--- config.mk ---
export PLATFORM = sky130hd
export DESIGN_NAME = stream_src_unit
export DESIGN_NICKNAME = d
export VERILOG_FILES = /design/src/rtl/stream_src_pkg.sv /design/src/rtl/stream_src_buf.sv /design/src/rtl/stream_src_unit.sv
export SDC_FILE = /design/constraint.sdc
export NUM_CORES = 2
export LEC_CHECK = 0
export ABC_AREA = 1
export CORE_MARGIN = 2
export CORE_UTILIZATION = 60
export CTS_BUF_LIST = sky130_fd_sc_hd__clkbuf_16
export CTS_CLUSTER_DIAMETER = 80
export CTS_CLUSTER_SIZE = 16
export DETAILED_ROUTE_END_ITERATION = 12
export MAX_ROUTING_LAYER = met4
export PLACE_DENSITY_LB_ADDON = 0.1
export SYNTH_ARGS = -nofsm -noshare
export SYNTH_HDL_FRONTEND = slang
export SYNTH_SLANG_ARGS = --single-unit
--- constraint.sdc ---
create_clock -name clk -period 4.8 [get_ports clk]
set_input_delay 0.96 -clock clk [delete_from_list [all_inputs] [get_ports clk]]
set_output_delay 0.96 -clock clk [all_outputs]
set_load 0.02 [all_outputs]
--- src/rtl/stream_src_pkg.sv ---
// Shared types for the stream source unit: FSM states, default widths and the
// shadow-register record that holds the latched pattern configuration.
package stream_src_pkg;

    localparam int SRC_DATA_W = 32;
    localparam int SRC_ADDR_W = 6;
    localparam int SRC_CNT_W  = 16;

    typedef enum logic [1:0] {
        ST_IDLE = 2'd0,
        ST_RUN  = 2'd1,
        ST_DONE = 2'd2
    } src_state_e;

    typedef struct packed {
        logic [SRC_ADDR_W-1:0] start;
        logic [SRC_ADDR_W-1:0] incr;
        logic [SRC_CNT_W-1:0]  period;
        logic [SRC_ADDR_W-1:0] shift;
        logic [SRC_CNT_W-1:0]  iter;
    } src_cfg_t;

    // A pattern with no words completes without ever entering RUN.
    function automatic logic cfg_is_empty(input src_cfg_t cfg);
        return (cfg.period == '0) || (cfg.iter == '0);
    endfunction

endpackage

--- src/rtl/stream_src_buf.sv ---
// Local pattern buffer: one write port and one registered, enable-gated read
// port with read-before-write behaviour on a same-address collision.
module src_buf #(
    parameter int DATA_W = 32,
    parameter int ADDR_W = 6
) (
    input  logic              clk,
    input  logic              we,
    input  logic [ADDR_W-1:0] wr_addr,
    input  logic [DATA_W-1:0] wr_data,
    input  logic              re,
    input  logic [ADDR_W-1:0] rd_addr,
    output logic [DATA_W-1:0] rd_data
);

    localparam int DEPTH = 2 ** ADDR_W;

    logic [DATA_W-1:0] mem_q [DEPTH];
    logic [DATA_W-1:0] rd_d;
    logic [DATA_W-1:0] rd_q;

    // NOTE: every always_comb output gets a default first so no path leaves it unassigned (no latch).
    always_comb begin
        rd_d = rd_q;
        if (re) begin
            rd_d = mem_q[rd_addr];
        end
    end

    // NOTE: sequential state uses <= so every flop samples pre-edge values; that is also what gives read-before-write here.
    // NOTE: the array and its read register are deliberately not reset so they map onto block/distributed RAM;
    //       the consumer qualifies rd_data with its own reset valid flag.
    always_ff @(posedge clk) begin
        if (we) begin
            mem_q[wr_addr] <= wr_data;
        end
        rd_q <= rd_d;
    end

    assign rd_data = rd_q;

endmodule

--- src/rtl/stream_src_unit.sv ---
// Stream source: replays buffer contents on out0 using a two-level
// (period x iteration) address pattern, stalled by the global running enable.
module stream_src_unit
    import stream_src_pkg::*;
#(
    parameter int DATA_W = SRC_DATA_W,
    parameter int ADDR_W = SRC_ADDR_W,
    parameter int CNT_W  = SRC_CNT_W
) (
    input  logic              clk,
    input  logic              rst,
    input  logic              running,
    input  logic              run,
    input  logic              ld_en,
    input  logic [ADDR_W-1:0] ld_addr,
    input  logic [DATA_W-1:0] ld_data,
    input  logic [ADDR_W-1:0] cfg_start,
    input  logic [ADDR_W-1:0] cfg_incr,
    input  logic [CNT_W-1:0]  cfg_period,
    input  logic [ADDR_W-1:0] cfg_shift,
    input  logic [CNT_W-1:0]  cfg_iter,
    output logic [DATA_W-1:0] out0,
    output logic              out_valid,
    output logic              done
);

    // The shadow record is sized by the package, so the address/counter widths must agree with it.
    if ((ADDR_W != SRC_ADDR_W) || (CNT_W != SRC_CNT_W)) begin : g_width_check
        $error("stream_src_unit: ADDR_W/CNT_W must match stream_src_pkg widths");
    end

    src_state_e        state_q, state_d;
    src_cfg_t          cfg_q, cfg_d, cfg_in;
    logic [ADDR_W-1:0] row_off_q, row_off_d;
    logic [ADDR_W-1:0] col_off_q, col_off_d;
    logic [CNT_W-1:0]  pcnt_q, pcnt_d;
    logic [CNT_W-1:0]  icnt_q, icnt_d;
    logic              vld_q, vld_d;
    logic              done_q, done_d;
    logic [DATA_W-1:0] hold_q, hold_d;

    logic              rd_en;
    logic [ADDR_W-1:0] rd_addr;
    logic [DATA_W-1:0] rd_data;
    logic [CNT_W-1:0]  period_last;
    logic [CNT_W-1:0]  iter_last;

    assign cfg_in = '{start:  cfg_start,
                      incr:   cfg_incr,
                      period: cfg_period,
                      shift:  cfg_shift,
                      iter:   cfg_iter};

    // Offsets are kept relative to start; the ADDR_W-wide sum wraps modulo DEPTH for free.
    assign rd_addr     = cfg_q.start + row_off_q + col_off_q;
    assign period_last = cfg_q.period - CNT_W'(1);
    assign iter_last   = cfg_q.iter - CNT_W'(1);

    src_buf #(
        .DATA_W (DATA_W),
        .ADDR_W (ADDR_W)
    ) u_buf (
        .clk     (clk),
        .we      (ld_en),
        .wr_addr (ld_addr),
        .wr_data (ld_data),
        .re      (rd_en),
        .rd_addr (rd_addr),
        .rd_data (rd_data)
    );

    always_comb begin
        state_d   = state_q;
        cfg_d     = cfg_q;
        row_off_d = row_off_q;
        col_off_d = col_off_q;
        pcnt_d    = pcnt_q;
        icnt_d    = icnt_q;
        vld_d     = vld_q;
        done_d    = done_q;
        hold_d    = hold_q;
        rd_en     = 1'b0;

        if (running) begin
            // A pending word is consumed in this cycle, so it becomes the held value.
            vld_d = 1'b0;
            if (vld_q) begin
                hold_d = rd_data;
            end

            // In RUN the read is issued even on a restart cycle: that word still emerges.
            if (state_q == ST_RUN) begin
                rd_en = 1'b1;
                vld_d = 1'b1;
            end

            if (run) begin
                cfg_d     = cfg_in;
                row_off_d = '0;
                col_off_d = '0;
                pcnt_d    = '0;
                icnt_d    = '0;
                if (cfg_is_empty(cfg_in)) begin
                    state_d = ST_DONE;
                    done_d  = 1'b1;
                end else begin
                    state_d = ST_RUN;
                    done_d  = 1'b0;
                end
            end else if (state_q == ST_RUN) begin
                if (pcnt_q == period_last) begin
                    pcnt_d    = '0;
                    icnt_d    = icnt_q + CNT_W'(1);
                    row_off_d = row_off_q + cfg_q.shift;
                    col_off_d = '0;
                    if (icnt_q == iter_last) begin
                        state_d = ST_DONE;
                        done_d  = 1'b1;
                    end
                end else begin
                    pcnt_d    = pcnt_q + CNT_W'(1);
                    col_off_d = col_off_q + cfg_q.incr;
                end
            end
        end
    end

    always_ff @(posedge clk or posedge rst) begin
        if (rst) begin
            state_q   <= ST_IDLE;
            cfg_q     <= '0;
            row_off_q <= '0;
            col_off_q <= '0;
            pcnt_q    <= '0;
            icnt_q    <= '0;
            vld_q     <= 1'b0;
            done_q    <= 1'b0;
            hold_q    <= '0;
        end else begin
            state_q   <= state_d;
            cfg_q     <= cfg_d;
            row_off_q <= row_off_d;
            col_off_q <= col_off_d;
            pcnt_q    <= pcnt_d;
            icnt_q    <= icnt_d;
            vld_q     <= vld_d;
            done_q    <= done_d;
            hold_q    <= hold_d;
        end
    end

    // A stalled pending word is withheld; done waits until the last word is actually presented.
    assign out_valid = vld_q & running;
    assign out0      = out_valid ? rd_data : hold_q;
    assign done      = done_q & ~(vld_q & ~running);

endmodule
-- Word-level counts from Yosys, hierarchy flattened
Memories as Yosys holds them, arrays and structs flattened. A register that Yosys moved wholly into a read port is not among the register bits.
Cells that the tools add are included.
- $add $sub $neg: 8
- eq/ne operators: 3
- mux-type cells: 27
- bitwise gates (word level): 5
- reduce and logical (&&, ||, !) cells: 11
- operators with widths (operator ; count):
    $mux W16 ; 6
    $mux W6 ; 6
    $add A16 B1 Y16 const B ; 2
    $eq A16 B16 Y1 ; 2
    $logic_not A16 Y1 ; 2
    $mux W32 ; 1
    $sub A16 B1 Y16 const B ; 2
    $add A6 B6 Y6 ; 4
    $mux W2 ; 5
    $mux W1 ; 9
    $reduce_and A2 Y1 ; 3
    $reduce_bool A2 Y1 ; 3
    $reduce_and A4 Y1 ; 1
    $and A1 B1 Y1 ; 3
    $reduce_and A3 Y1 ; 1
    $eq A2 B1 Y1 const B ; 1
    $not A1 Y1 ; 2
    $logic_or A1 B1 Y1 ; 1
- bits in registers: 130
- bits in writable memories: 2048
- word-level logic and storage cells: 68
- memories kept: 1
- memory list (memory ; words ; width ; read ports ; clocked after Yosys merged registers in ; write ports ; RTL line ; RTL):
    u_buf.mem_q ; 64 ; 32 ; 1 ; 1 ; 1 ; stream_src_buf.sv:18 ; logic [DATA_W-1:0] mem_q [DEPTH];

-- Depth between registers and ports, before layout
- depth in word-level cells: 6
- depth in mapped cells: 16

-- Modules after synthesis
Synthesis repeated with hierarchy kept, for this count alone.
- cells, all modules: 7752
- area total of the unflattened synthesis: 90549.3 sq um
- modules (own cells, without submodules) (module ; instances ; cells an instance ; area each (sq um)):
    src_buf ; 1 ; 6769 ; 83058.4
    stream_src_unit ; 1 ; 983 ; 7490.9

-- Worst setup path before layout
Ideal clock, no wire load.
- path type: input-to-reg
- from: input ld_en
- to: memory u_buf.mem_q[48][0], enable pin
- data arrival time: 4.588 ns
- required time: 4.298 ns
- slack: -0.290 ns
- cell stages on the path: 3
- path through: clkbuf_1 -> nand4_1 -> nor4_1
- longest elaborated chain between the ends: 2
- RTL lines (element ; RTL line ; RTL):
    start: declaration ; stream_src_unit.sv:14 ; input logic ld_en,
    $mux W1 ; stream_src_buf.sv:34 ; if (we) begin
    $mux W1 (implied by the code) ; stream_src_buf.sv:35 ; mem_q[wr_addr] <= wr_data;
    end: declaration ; stream_src_buf.sv:18 ;
Every way passes these cells.

-- Worst setup path after layout
- from: register row_off_q[3]
- to: register u_buf.rd_q[0] (netlist: u_buf.rd_data[0]), read port of u_buf.mem_q, data pin
- longest elaborated chain between the ends: 2
- RTL lines (element ; RTL line ; RTL):
    start: declaration ; stream_src_unit.sv:34 ; logic [ADDR_W-1:0] row_off_q, row_off_d;
    start signal: assignment ; stream_src_unit.sv:142 ; row_off_q <= row_off_d;
    $add A6 B6 Y6 (2 in series) ; stream_src_unit.sv:55 ; assign rd_addr = cfg_q.start + row_off_q + col_off_q;
    end: declaration ; stream_src_buf.sv:20 ; logic [DATA_W-1:0] rd_q;
Every way passes these cells.
A chain may end at the register's enable or synchronous reset.

==> flow_summary_export.csv <==
group,metric,value,unit
synthesis,post-synth-top-count-cell,"edfxtp_1",
cts,numCtsBuffers,157,
synthesis,synth_seq_area_share,73.9,%
global_route,grt_max_degree,189,
power_and_ir_drop,finalPower,66900,uW
cts,postCtsSetupBuffers,0,
finish,drive_gt1_share,7.09,%
synthesis,yosys-top-cells-area,"edfxtp_1 70%, o21ai_0 6.0%, nor2_1 5.0%",
global_route,grt_antenna_before_repair,10,
timing,fin_tns_setup,0,ps
placed_design,port_buffers,126,
floorplanning,die_x,389,um
synthesis,synth.top_cells.by_count,"2,080 x edfxtp_1, 1,190 x nor2_1, 1,067 x o21ai_0",
finish,seqCellArea,65700,sq um
floorplanning,die-area,151000,sq um
cts,cts_tree,"yes",
cts,cts.sinks,2209,
power_and_ir_drop,max-vdd-ir-drop,1.35,mV
drt,via_count,58700,
setup_path,cp.arrival,4760,ps
floorplanning,ios,127,
drt,drtAntennaViolNets,0,
timing,setup_viol,0,
setup_path,crit_fanout,42,
finish,fill_cells,10700,
power_and_ir_drop,power.switching,29500,uW
synthesis,synth_area,88900,sq um
placed_design,gp_congestion,0.871,
drt,drt-initial-drc-count,8263,
cts,clk_latency,800,ps
synthesis,yosys_warnings,0,
synthesis,postSynthCellCount,7160,
global_route,grt_overflow,0,
setup_path,cp-start-kind,"flop",
timing,skew,21.9,ps
cts,cts.path.max_buffers,3,
synthesis,synth_top_cell_area_share,70.3,%
timing,slew_viol_final,0,
floorplanning,start_util,60.3,%
setup_path,crit_type,"flop to flop",
finish,multiInputGateArea,21200,sq um
synthesis,avgSynthCellArea,12.4,sq um
cts,cts_root_buf,"clkbuf_16",
setup_path,cp-end-kind,"flop",
synthesis,ys.flop_type,"edfxtp_1",
power_and_ir_drop,cellLeakagePower,0.0326,uW
run_status,status,"completed",
power_and_ir_drop,cellPowerDensity,687,nW/um^2
power_and_ir_drop,combPwrFrac,48.2,%
global_route,grt_pass1_wl,357,mm
timing,rsz0062_at_grt,"no",
power_and_ir_drop,clkPwrFrac,18.5,%
synthesis,synth-seq-cells,2209,
timing,min_period,4220,ps
drt,firstDrtPassIters,6,
drt,wl_per_cell,26.6,um
cts,cts_resized,0,
synthesis,synth.distinct_cells,46,
synthesis,synth_nets,7279,
cts,path_clk_slew,70,ps
job,maxCapViolCount,0,
power_and_ir_drop,p_int,37400,uW
timing,fmax,0.237,GHz
worst_hold_path,min_path_type,"flop to flop",
global_route,grt_pass1_vias,54800,
global_route,grt_usage,32.9,%
timing,finalHoldViolCount,0,
setup_path,worst_ep_required_time,5340,ps
synthesis,async_flop_share,5.84,%
power_and_ir_drop,seq_power_share,33.3,%
power_and_ir_drop,p_sw_share,44.1,%
drt,via_per_inst,6.41,
floorplanning,coreArea,147000,sq um
timing,slew_headroom,10.6,%
drt,drc,0,
synthesis,synth_area_leader_cell,"edfxtp_1",
floorplanning,fp-row-count,141,
finish,syn_to_final_growth,9.57,%
timing,fin_crit_sh,87.9,%
drt,routed_wl,244,mm
cts,htreeDepth,4,
synthesis,synth_enable_flop_cells,2080,
cts,hold_buffers,0,
placed_design,dpl.hpwl,131,mm
floorplanning,die_h,389,um
finish,fin_nets,7283,
timing,tightest_slew,1340,ps
-- final timing paths --
path / start / to / slack [ps] / cells after the start
min: hold_q[26] / hold_q[26] / 480 / 2
max in group asynchronous: rst / cfg_q[2] / 3290 / 3
min reg2reg: hold_q[26] / hold_q[26] / 480 / 2
min in group asynchronous: rst / cfg_q[40] / 650 / 2
max reg2reg: row_off_q[3] / u_buf.rd_data[0] / 580 / 10
max: row_off_q[3] / u_buf.rd_data[0] / 580 / 10
-- worst max-delay path, cell delays in order, from the launching register on --
cell and delay [ps]:
dfrtp_1 450, fa_1 500, ha_1 400, nand3_1 120, nand3_1 120, xnor2_2 390
clkinv_2 630, buf_12 420, nand3_1 290, a21oi_1 250, or2_1 310
-- metrics by stage --
step	cell area (sq um)	setup slack, ps	util (%)	hold slack, ps	cells
after CTS	97300	674	66.1	478	9154
after floorplan	88900	-290	-	442	7160
after global placement	93000	729	63.1	462	8935
after detailed placement	93000	712	63.1	462	8935
after global routing	97400	448	66.1	487	9162
final	97400	579	66.1	477	9164
-- cell usage in the layout (no fill, tap or decap), types with 3 or more instances in the layout --
master,netlist,routed
nand4_1,17,17
clkbuf_16,0,164
or2_1,22,22
o21ai_0,1067,1067
nor4_2,0,8
o21ai_2,13,13
dfrtp_1,129,129
or2_2,3,3
diode_2,0,10
nor2_2,3,3
nand2_1,947,946
buf_2,116,32
ha_1,18,17
nor2_1,1190,1134
nand3b_1,9,9
nor4_1,16,8
a21oi_1,65,65
o22ai_1,514,514
o211ai_1,11,11
nor2_4,2,58
fa_1,8,6
buf_12,0,59
nand3_1,356,356
o21ai_1,38,38
nor3_1,16,16
clkinv_2,0,3
xor2_1,32,32
buf_4,18,134
nand2_2,8,9
xnor2_1,27,25
clkdlybuf4s50_1,0,94
edfxtp_1,2080,2080
inv_6,0,7
inv_1,75,114
-- kinds of logic after synthesis --
kind of cell / share of synthesized area [%]
AND/OR/NAND/NOR: 11.8
flip-flops: 73.9
XOR/XNOR: 0.600
buffers and inverters: 2.77
adder cells (fa/ha/maj): 0.434
AO/OA/AOI/OAI: 10.5
-- flip-flops by register name, indices dropped and copies added, names as in the netlist, 2 cells and up --
| name | count |
|---|---|
| hold_q | 32 |
| icnt_q | 16 |
| row_off_q | 6 |
| col_off_q | 6 |
| state_q | 2 |
| u_buf.mem_q | 2048 |
| u_buf.rd_data | 32 |
| cfg_q | 50 |
| pcnt_q | 16 |
-- area by class of cell --
type	count	area share, %
clock buffers	164	4.21
well taps	1930	2.48
clock inverters	55	0.276
repair buffers	319	3.38
diodes	10	0.0257
inverters	80	0.352
flip-flops and latches	2209	67.5
multi-input cells	4397	21.8
-- per-layer routing --
layer | track usage (%) | wire [um] | part of all wire (%)
met1 | 46.4 | 96500 | 40
met2 | 49.7 | 113000 | 47
met3 | 5.27 | 25900 | 11
met4 | 10.6 | 7950 | 3.3
met5 | - | 0 | 0
-- power groups by stage --
stage	Clock (uW)	Sequential (uW)	Combinational [uW]
4_1_cts	12500	22300	31800
3_3_place_gp	0	22700	31200
6_report	12400	22300	32200
2_1_floorplan	0	22500	20000
3_5_place_dp	0	22700	31700
5_1_grt	13100	22300	34900
(Power assumes the default switching activity.)
